File: config.mk
export PLATFORM = sky130hd
export DESIGN_NAME = box_downscaler_flat
export DESIGN_NICKNAME = d
export VERILOG_FILES = /design/src/rtl/box_downscaler_if.sv /design/src/rtl/box_downscaler.sv /design/src/flat_wrapper.sv
export SDC_FILE = /design/constraint.sdc
export NUM_CORES = 1
export LEC_CHECK = 0
export CORE_ASPECT_RATIO = 0.7
export CORE_MARGIN = 3
export CORE_UTILIZATION = 40
export DETAILED_ROUTE_END_ITERATION = 8
export HOLD_SLACK_MARGIN = 0.08
export PLACE_DENSITY = 0.69
export SYNTH_ARGS = -nofsm -noshare
export SYNTH_HDL_FRONTEND = slang
export SYNTH_SLANG_ARGS = --single-unit
File: constraint.sdc
create_clock -name clk -period 3.9 [get_ports clk]
set_input_delay 0.78 -clock clk [delete_from_list [all_inputs] [get_ports clk]]
set_output_delay 0.78 -clock clk [all_outputs]
set_load 0.005 [all_outputs]
File: src/rtl/box_downscaler_if.sv
// Bus bundle for box_downscaler: start/status, source ROM read port and framebuffer write port.
// master = downscaler side, slave = ROM/framebuffer/controller side.
interface box_downscaler_if;
    logic        start;
    logic [18:0] rom_addr;
    logic [7:0]  rom_data;
    logic [18:0] ram_wraddr;
    logic [7:0]  ram_data;
    logic        ram_wren;
    logic        busy;
    logic        done;

    modport master (
        input  start, rom_data,
        output rom_addr, ram_wraddr, ram_data, ram_wren, busy, done
    );

    modport slave (
        output start, rom_data,
        input  rom_addr, ram_wraddr, ram_data, ram_wren, busy, done
    );
endinterface

File: src/rtl/box_downscaler.sv
// 2x2 box-average downscaler: reads a 1-cycle-latency source ROM, writes a half-size framebuffer.
// Optional macro BOX_AVG_RGB332_EN averages the R/G/B fields of RGB332 pixels separately.
module box_downscaler #(
    parameter int IMG_W = 160,
    parameter int IMG_H = 120
) (
    input  logic             clk,
    input  logic             reset,
    box_downscaler_if.master bus
);
    localparam int AW = 19;
    localparam int OW = IMG_W / 2;
    localparam int OH = IMG_H / 2;
`ifdef BOX_AVG_RGB332_EN
    localparam int ACC_W = 14;  // {R sum[4:0], G sum[4:0], B sum[3:0]}
`else
    localparam int ACC_W = 10;
`endif

    typedef enum logic [2:0] {IDLE, P0, P1, P2, P3, WR, DONE} state_t;

    state_t           r_state;
    state_t           w_next;
    logic [AW-1:0]    r_ox;
    logic [AW-1:0]    r_oy;
    logic [AW-1:0]    r_src_base;
    logic [AW-1:0]    r_dst_addr;
    logic [ACC_W-1:0] r_acc;
    logic [AW-1:0]    r_wraddr;
    logic [7:0]       r_wdata;
    logic             r_wren;
    logic             r_busy;
    logic             r_done;
    logic [AW-1:0]    w_rom_off;
    logic [AW-1:0]    w_rom_addr;
    logic             w_last_col;
    logic             w_last_px;

    function automatic logic [ACC_W-1:0] acc_add(input logic [ACC_W-1:0] acc,
                                                 input logic [7:0] px);
`ifdef BOX_AVG_RGB332_EN
        acc_add = {acc[13:9] + {2'b00, px[7:5]},
                   acc[8:4]  + {2'b00, px[4:2]},
                   acc[3:0]  + {2'b00, px[1:0]}};
`else
        acc_add = acc + ACC_W'(px);
`endif
    endfunction

    // Truncating divide by four of each accumulated field.
    function automatic logic [7:0] acc_avg(input logic [ACC_W-1:0] acc);
`ifdef BOX_AVG_RGB332_EN
        acc_avg = {3'(acc[13:9] >> 2), 3'(acc[8:4] >> 2), 2'(acc[3:0] >> 2)};
`else
        acc_avg = 8'(acc >> 2);
`endif
    endfunction

    assign w_last_col = (r_ox == AW'(OW - 1));
    assign w_last_px  = w_last_col && (r_oy == AW'(OH - 1));

    always_ff @(posedge clk) begin
        if (reset) r_state <= IDLE;
        else       r_state <= w_next;
    end

    always_comb begin
        w_next = r_state;
        unique case (r_state)
            IDLE, DONE: if (bus.start) w_next = P0;
            P0:         w_next = P1;
            P1:         w_next = P2;
            P2:         w_next = P3;
            P3:         w_next = WR;
            WR:         w_next = w_last_px ? DONE : P0;
            default:    w_next = IDLE;
        endcase
    end

    // ROM address is combinational so data for the tap issued in Pn arrives in Pn+1.
    always_comb begin
        w_rom_off = '0;
        case (r_state)
            P1:      w_rom_off = AW'(1);
            P2:      w_rom_off = AW'(IMG_W);
            P3:      w_rom_off = AW'(IMG_W + 1);
            default: w_rom_off = '0;
        endcase
        w_rom_addr = r_src_base + w_rom_off;
    end

    always_ff @(posedge clk) begin
        if (reset) begin
            r_ox       <= '0;
            r_oy       <= '0;
            r_src_base <= '0;
            r_dst_addr <= '0;
            r_acc      <= '0;
            r_wraddr   <= '0;
            r_wdata    <= '0;
            r_wren     <= 1'b0;
            r_busy     <= 1'b0;
            r_done     <= 1'b0;
        end else begin
            r_wren <= 1'b0;
            r_busy <= (w_next != IDLE && w_next != DONE) || (r_state == WR);
            r_done <= (r_state == DONE) && (w_next == DONE);
            case (r_state)
                IDLE, DONE: begin
                    if (bus.start) begin
                        r_ox       <= '0;
                        r_oy       <= '0;
                        r_src_base <= '0;
                        r_dst_addr <= '0;
                    end
                end
                P1:     r_acc <= acc_add('0, bus.rom_data);
                P2, P3: r_acc <= acc_add(r_acc, bus.rom_data);
                WR: begin
                    r_wren   <= 1'b1;
                    r_wraddr <= r_dst_addr;
                    r_wdata  <= acc_avg(acc_add(r_acc, bus.rom_data));
                    if (w_last_px) begin
                        r_ox       <= '0;
                        r_oy       <= '0;
                        r_src_base <= '0;
                        r_dst_addr <= '0;
                    end else begin
                        r_dst_addr <= r_dst_addr + AW'(1);
                        // Row wrap: base moves from the last pair of this row pair to the next row pair.
                        if (w_last_col) begin
                            r_ox       <= '0;
                            r_oy       <= r_oy + AW'(1);
                            r_src_base <= r_src_base + AW'(IMG_W + 2);
                        end else begin
                            r_ox       <= r_ox + AW'(1);
                            r_src_base <= r_src_base + AW'(2);
                        end
                    end
                end
                default: ;
            endcase
        end
    end

    assign bus.rom_addr   = w_rom_addr;
    assign bus.ram_wraddr = r_wraddr;
    assign bus.ram_data   = r_wdata;
    assign bus.ram_wren   = r_wren;
    assign bus.busy       = r_busy;
    assign bus.done       = r_done;
endmodule

File: src/flat_wrapper.sv
// flat-port wrapper written by rule: the top's interface ports become plain ports
module box_downscaler_flat 
#(
    parameter int IMG_W = 160,
    parameter int IMG_H = 120
)
  (clk, reset, bus_start, bus_rom_data, bus_rom_addr, bus_ram_wraddr, bus_ram_data, bus_ram_wren, bus_busy, bus_done);
  box_downscaler_if bus_i ();
  input  logic clk;
  input  logic reset;
  input wire logic [$bits(bus_i.start)-1:0] bus_start;
  input wire logic [$bits(bus_i.rom_data)-1:0] bus_rom_data;
  output wire logic [$bits(bus_i.rom_addr)-1:0] bus_rom_addr;
  output wire logic [$bits(bus_i.ram_wraddr)-1:0] bus_ram_wraddr;
  output wire logic [$bits(bus_i.ram_data)-1:0] bus_ram_data;
  output wire logic [$bits(bus_i.ram_wren)-1:0] bus_ram_wren;
  output wire logic [$bits(bus_i.busy)-1:0] bus_busy;
  output wire logic [$bits(bus_i.done)-1:0] bus_done;
  assign bus_i.start = bus_start;
  assign bus_i.rom_data = bus_rom_data;
  assign bus_rom_addr = bus_i.rom_addr;
  assign bus_ram_wraddr = bus_i.ram_wraddr;
  assign bus_ram_data = bus_i.ram_data;
  assign bus_ram_wren = bus_i.ram_wren;
  assign bus_busy = bus_i.busy;
  assign bus_done = bus_i.done;
  box_downscaler #(.IMG_W(IMG_W), .IMG_H(IMG_H)) u_core (.clk(clk), .reset(reset), .bus(bus_i));
endmodule
==> flow_summary.yaml <==
global_routing:
  grt_start_max_net_pins: 62
  overflow: 0
  grt_pass1_vias: 5431
  antenna_found_initial: 0
  grt_usage: 0.187
  grt_pass1_wl_um: 28400
clock_tree:
  cts_root_buffer: "clkbuf_16"
  clockBufferDepth: 2
  cts.repair.resized: 1
  holdBufCountCts: 0
  cts.clk_slew.worst_paths_ns: 0.05
  postCtsSetupBuffers: 0
  cts.sinks: 118
  clk_latency_ns: 0.41
  numCtsBuffers: 17
  cts_tree: "built"
  h-tree-depth: 4
setup_path:
  cp_slowest_cell: "clkdlybuf4s50_1"
  cpPeakStageDelay_ns: 0.52
  worstReg2RegStart: "u_core.r_ox[0]$_SDFFE_PP0P_"
  cp_cell_sequence: "nand2b_1 -> o21ai_1 -> ha_1 -> a31o_2 -> a31oi_2 -> nand2b_1 -> xnor2_1 -> clkdlybuf4s50_1"
  critical_path_class: "reg2out"
  cp.depth: 8
  reg2reg_depth: 9
  endpoint_kind: "output pin"
  path_delay_family: "compound AO/OA/AOI/OAI gates"
  cp_max_fo: 13
  critPathRequiredTime_ns: 3.12
  startpoint: "u_core.r_state[1]$_SDFF_PP0_"
  arrival_ns: 2.84
  cp_num_buf_inv: 1
  worstSetupStartpointType: "register"
  crit_top_cell: "nand2b_1"
timing:
  fin_tns_setup_ns: 0
  timing.final.crit_share: 0.929
  setup_slack_ns: 0.276
  whs_ns: 0.453
  fmax_mhz: 276
  setup-violations-final: 0
  skew_ns: 0.0123
  slew-limit-headroom: 0.387
  final-hold-violation-count: 0
  slew_viol_final: 0
  rsz0062_at_grt: "no"
  fin_crit_ns: 3.62
  worstMarginPinSlew_ns: 0.917
power_and_ir_drop:
  pwr-share-clk: 0.470
  p_leak_nw: 2.51
  p_per_area_mw_per_mm2: 371
  p_total_mw: 2.90
  p_seq_frac: 0.428
  comb_power_share: 0.102
  p_sw_frac: 0.258
  p_switching_mw: 0.747
  vdd_drop_max_uv: 205
  power.internal_mw: 2.15
hold_path:
  hp-start: "u_core.bus.ram_wraddr[11]$_SDFFE_PP0P_"
  hp-class: "reg2reg"
  min_path_cells: 2
placement:
  portBuffers: 59
  dp_hpwl_um: 11300
  gp_congestion: 0.851
  dp_slack_ns: 0.406
synth:
  ys_ff_latch: 118
  synth_area_sq_mm: 0.00665
  synth_cells: 826
  ys_async_sr_fraction: 0
  yosys_most_used_dff: "dfxtp_1"
  syn-num-nets: 855
  synth_edf_count: 0
  ys_seq_area_frac: 0.355
  syn_area_per_cell_sq_um: 8.05
  ys_warn_count: 0
  ys_types: 70
run_status:
  status: "complete, no violations"
die:
  rows: 38
  fp.dieW_um: 160
  core_region_area_sq_mm: 0.0159
  boundaryPins: 60
  initial_core_util: 0.419
  fp.dieArea_sq_mm: 0.0182
  die_height_um: 114
detailed_routing:
  routedWlPerCell_um: 15.8
  drc: 0
  ant_nets: 0
  vias_per_cell: 5.75
  dr.pass1.iters: 5
  vias: 6236
  drt-total-wl_um: 17100
  drt_iter0_drc: 537
layout:
  syn2layout_area_growth_pct: 17.6
  insertedDiodeCount: 0
  final_common_cell: "dfxtp_1"
  fin_util: 0.492
  drive_gt1_frac: 0.0798
  nets: 882
  layout_common_cells: "116 x dfxtp_1, 101 x nand2_1, 58 x clkdlybuf4s50_1"
run:
  maxCapViolations: 0
==> power by group through the flow <==
stage                     Combinational [mW]  Clock [mW]  Sequential, mW
after global placement                 0.289           0            1.27
after CTS                              0.293        1.38            1.24
final                                  0.297        1.36            1.24
after detailed placement               0.291           0            1.27
after global routing                   0.328        1.44            1.24
after floorplan                        0.215           0            1.26
==> metal layers <==
layer | vias to the layer above | part of all wire | GRT usage
li1 | 3145 | - | -
met1 | 2897 | 0.54 | 0.295
met2 | 184 | 0.39 | 0.249
met3 | 10 | 0.061 | 0.0465
met4 | 0 | 0.0075 | 0.0480
met5 | - | 0 | 0
==> state kept, by name (all words and copies together) (netlist names), 3 cells and up <==
| register | cells |
|---|---|
| u_core.r_ox | 19 |
| u_core.r_src_base | 18 |
| u_core.r_acc | 10 |
| u_core.bus.ram_wraddr | 19 |
| u_core.r_oy | 19 |
| u_core.bus.ram_data | 8 |
| u_core.r_state | 3 |
| u_core.r_dst_addr | 19 |
==> worst min-delay path: stages (launching register included) <==
cell and delay (ns):
dfxtp_1 0.31, nand2_1 0.05, a21oi_1 0.05
==> layout make-up <==
class                   count  area, sq um
fillers                  1549         8060
multi-input cells         630         3920
flip-flops and latches    118         2360
repair buffers             75          708
clock buffers              21          450
well taps                 220          275
clock inverters            10         58.8
inverters                  11         41.3
==> worst paths after layout <==
| kind | endpoint | slack [ns] |
|---|---|---|
| setup / recovery | bus_rom_addr[16] | 0.28 |
| setup reg to reg | u_core.r_src_base[10]$_SDFFE_PP0P_ | 1.06 |
| hold / removal | u_core.bus.ram_wraddr[11]$_SDFFE_PP0P_ | 0.45 |
| hold reg to reg | u_core.bus.ram_wraddr[11]$_SDFFE_PP0P_ | 0.45 |
==> cells in the mapped netlist (13+ instances only) <==
master / n / share of area
dfxtp_1: 118 / 0.36
nand2_1: 101 / 0.057
a21oi_1: 56 / 0.042
nor2_1: 44 / 0.025
nand3_1: 42 / 0.032
o21ai_0: 39 / 0.029
a31oi_1: 36 / 0.034
clkbuf_1: 36 / 0.020
a211oi_1: 28 / 0.032
nand2b_1: 23 / 0.022
nand4_1: 23 / 0.022
nor3_1: 21 / 0.016
ha_1: 17 / 0.032
or3_1: 17 / 0.016
nand3b_1: 16 / 0.018
a311oi_1: 14 / 0.018
xnor2_1: 14 / 0.018
xor2_1: 13 / 0.017
==> per-stage QoR <==
stage,cell area [sq um],instances
after CTS,7820,1085
final,7820,1085
after detailed placement,7300,1054
after global placement,7300,1054
after global routing,7820,1085
after floorplan,6650,826
==> logic make-up after synthesis <==
| group | count (synthesis) | synth area share |
|---|---|---|
| flip-flops | 118 | 0.355 |
| buffers and inverters | 78 | 0.0570 |
| XOR/XNOR | 27 | 0.0356 |
| AO/OA/AOI/OAI | 230 | 0.229 |
| AND/OR/NAND/NOR | 347 | 0.277 |
| other | 1 | 0.000564 |
| multiplexers | 7 | 0.0111 |
| adder cells (fa/ha/maj) | 18 | 0.0350 |
Power figures use the tool's default switching activity.
